$ cat src/rtl/pal_pkg.sv
// Shared types and width helpers for the stream palindrome checker.
// Latency: n/a (types and constant functions only).
// Backpressure: n/a.
package pal_pkg;

  typedef enum logic [1:0] {
    COLLECT = 2'd0,
    CHECK   = 2'd1,
    RESULT  = 2'd2
  } pal_state_t;

  // Width able to hold a symbol count of 0..max_len inclusive.
  function automatic int len_w(input int max_len);
    return $clog2(max_len + 1);
  endfunction

  // Width of a buffer index 0..max_len-1 (at least one bit).
  function automatic int addr_w(input int max_len);
    return (max_len > 1) ? $clog2(max_len) : 1;
  endfunction

endpackage

$ cat src/rtl/pal_buffer.sv
// Symbol store: one synchronous write port, two combinational read ports.
// Latency: write visible on the cycle after the write edge; reads are same-cycle.
// Backpressure: none; the writer decides when to write.
module pal_buffer
  import pal_pkg::*;
#(
  parameter int SYM_W   = 8,
  parameter int MAX_LEN = 16
) (
  input  logic                        clk,
  input  logic                        wr_en,
  input  logic [addr_w(MAX_LEN)-1:0]  wr_addr,
  input  logic [SYM_W-1:0]            wr_data,
  input  logic [addr_w(MAX_LEN)-1:0]  rd_addr_a,
  output logic [SYM_W-1:0]            rd_data_a,
  input  logic [addr_w(MAX_LEN)-1:0]  rd_addr_b,
  output logic [SYM_W-1:0]            rd_data_b
);

  logic [SYM_W-1:0] mem [MAX_LEN];

  // Contents carry no reset; a packet always overwrites what it later reads.
  always_ff @(posedge clk) begin
    if (wr_en) begin
      mem[wr_addr] <= wr_data;
    end
  end

  assign rd_data_a = mem[rd_addr_a];
  assign rd_data_b = mem[rd_addr_b];

endmodule

$ cat config.mk
export PLATFORM = sky130hd
export DESIGN_NAME = pal_buffer
export DESIGN_NICKNAME = d
export VERILOG_FILES = /design/src/rtl/pal_pkg.sv /design/src/rtl/pal_buffer.sv
export SDC_FILE = /design/constraint.sdc
export NUM_CORES = 1
export LEC_CHECK = 0
export ABC_AREA = 1
export CORE_ASPECT_RATIO = 2
export CORE_MARGIN = 3
export CORE_UTILIZATION = 45
export CTS_BUF_LIST = sky130_fd_sc_hd__clkbuf_16
export DETAILED_ROUTE_END_ITERATION = 8
export PLACE_DENSITY = 0.67
export SYNTH_ARGS = -nofsm -noshare
export SYNTH_HDL_FRONTEND = slang
export SYNTH_SLANG_ARGS = --single-unit
$ cat constraint.sdc
create_clock -name clk -period 2.95 [get_ports clk]
set_clock_uncertainty 0.2 [all_clocks]
set_input_delay 0.885 -clock clk [delete_from_list [all_inputs] [get_ports clk]]
set_output_delay 0.885 -clock clk [all_outputs]
set_load 0.01 [all_outputs]
==> reports/metrics.cfg <==
[power]
combPwrFrac = 0.151
power_frac_clock = 0.411
internal_power_mw = 3.54
ir_worst_vdd_mv = 0.417
swShare = 0.244
power.switching_mw = 1.15
seqPwrFrac = 0.437
leakagePower_nw = 4.13
p_per_area_mw_per_mm2 = 514
power_mw = 4.69

[floorplan]
ios = 38
coreArea_mm2 = 0.0150
die_x_um = 93.8
die_h_um = 182
initial_core_util = 0.463
rows = 63
dieArea_mm2 = 0.0170

[critical_path]
endpoint_kind = output port
path_class = in2out
path_cells = buf_12 -> inv_16 -> buf_12 -> nand2_1 -> nand3_1 -> nand3_2 -> nand3_1 -> nand2_1 -> buf_2
crit_slowest_cell = buf_12
crit_required_ns = 1.87
max_stage_delay_ns = 0.14
crit_fanout = 8
cp.arrival_ns = 1.88
worst_setup_path_start_kind = input port

[synth]
ys_types = 12
synth_area_leaders = edfxtp_1 (55%), nand3_1 (16%), nand2_1 (15%), inv_1 (7.2%), buf_6 (2.3%)
syn_inst = 835
yosysSeqAreaShare = 0.554
synth_seq_cells = 128
yosysTopAreaCell = edfxtp_1
syn_area_mm2 = 0.00694
syn_area_per_cell_um2 = 8.31
synth_top_area_share = 0.554
syn-num-nets = 857
yosys_warnings = 0

[cells_and_area]
top_register = mem
multi_input_area_mm2 = 0.00245
fin_nets = 940
drive_gt1_frac = 0.187
antenna_cells = 0
area_growth_pct = 31.3
nFillCells = 1261
largest_reg_flops = 128
fin_area_mm2 = 0.00911
reg_top3 = mem x128
stdcell_count = 1122
regArea_mm2 = 0.00384

[detailed_routing]
vias = 6327
wl_met2_mm = 11.7
wl_per_cell_um = 20.8
avgViaCountPerCell = 5.64
routed_wl_mm = 23.3
top_layer_used = met4
drt-met1-wl_mm = 7.53
drcViolationCount = 0
ant_nets = 0
drtIter0Drc = 725
met3_length_mm = 1.93
drtPass1Iterations = 6

[sta]
slew_violations = 0
period_minus_slack_ns = 2.97
max_slew_margin = 0.489
hold_viol = 0
period_share = 1.01
finalSetupViolCount = 1
max_freq_mhz = 337
fin_ws_ns = -0.0162
worstMarginPinSlew_ns = 0.763
rsz0062_at_grt = yes
timing.hold.ws_ns = 1.25

[placement]
dpl_cell_area_mm2 = 0.00777
port_buffers = 37
place_inst = 1072
dp_hpwl_mm = 14.2
gp_congestion = 0.886

[min_path]
hold_class = in2reg

[clocking]
cts_hold_repair.buffers = 0
clock_path_buffers = 2
cts.sinks = 128
clk_pin_slew_ns = 0.06
cts_tree = yes
cts_buffers = 17
clockRootBuffer = clkbuf_16
htreeDepth = 4

[grt]
first_global_vias = 6005
grtUsageTotal = 0.271
grt_pass1_wl_mm = 33.8
gr-total-overflow = 0
grt_start_max_net_pins = 35
antenna_found_initial = 0

[outcome]
violations = setup timing
status = finished, violations left

[run]
cap_violations = 0

-- power by group through the flow --
stage,clock [mW],combinational (mW),sequential (mW)
after global placement,0,0.555,2.08
after detailed placement,0,0.555,2.09
after floorplan,0,0.304,2.08
final,1.93,0.708,2.05
after CTS,1.94,0.627,2.05
after global routing,2.00,0.749,2.05
-- cells in the mapped netlist --
cell / instances
buf_4: 4
nand3b_1: 2
inv_2: 4
buf_2: 26
nor2_1: 17
clkbuf_1: 3
inv_1: 134
nand3_1: 225
buf_6: 14
buf_1: 1
edfxtp_1: 128
nand2_1: 277
-- stage by stage --
| stage | worst slack (ns) | utilization | TNS, ns |
|---|---|---|---|
| finish | -0.0162 | 0.609 | -0.0162 |
| global route | -0.0239 | 0.609 | -0.110 |
| global placement | -0.876 | 0.519 | -12.92 |
| CTS | -0.0424 | 0.583 | -0.0424 |
| floorplan | 0.278 | - | 0 |
| detailed placement | -0.873 | 0.519 | -12.81 |
-- layer usage --
layer	vias to the layer above	track usage
met4	0	0.186
met1	2887	0.297
met2	423	0.461
li1	2869	-
met3	148	0.0506
met5	-	0
-- path summary, 6_finish.rpt --
kind / from / endpoint / cells after the start
max: rd_addr_a[0] / rd_data_a[1] / 9
min: wr_addr[0] / mem[5][2] / 4
-- critical path, delay by kind of cell --
kind,cells,cell delay [ns]
AND/OR/NAND/NOR,5,0.45
buffers and inverters,4,0.52
-- cell usage in the layout (no fill, tap or decap), types with 13 or more instances in the layout --
cell	n
edfxtp_1	128
clkdlybuf4s50_1	13
nand3_1	187
nor2_1	17
nand2_1	269
clkbuf_16	24
buf_4	37
buf_6	13
nand3_2	38
inv_1	133
buf_12	17
-- cell families (layout without fill, tap and decap cells) --
kind of cell           after synthesis  in the layout  share of synthesized area
buffers and inverters              186            278                      0.123
and+or+nand+nor                    521            521                      0.323
DFF                                128            128                      0.554
-- layout make-up --
type / instances / area share
Timing Repair Buffer: 112 / 0.162
Clock buffer: 17 / 0.0467
Clock inverter: 11 / 0.0114
Multi-Input combinational cell: 521 / 0.269
Inverter: 138 / 0.0618
Sequential cell: 128 / 0.422
Tap cell: 195 / 0.0268
-- timing repair --
item	CTS	global route
resized for setup	141	52
setup buffers	5	1
setup endpoints to repair	16	15
pin swaps	8	16
cloned	10	7
No activity file was read; power rests on OpenSTA's default activity.
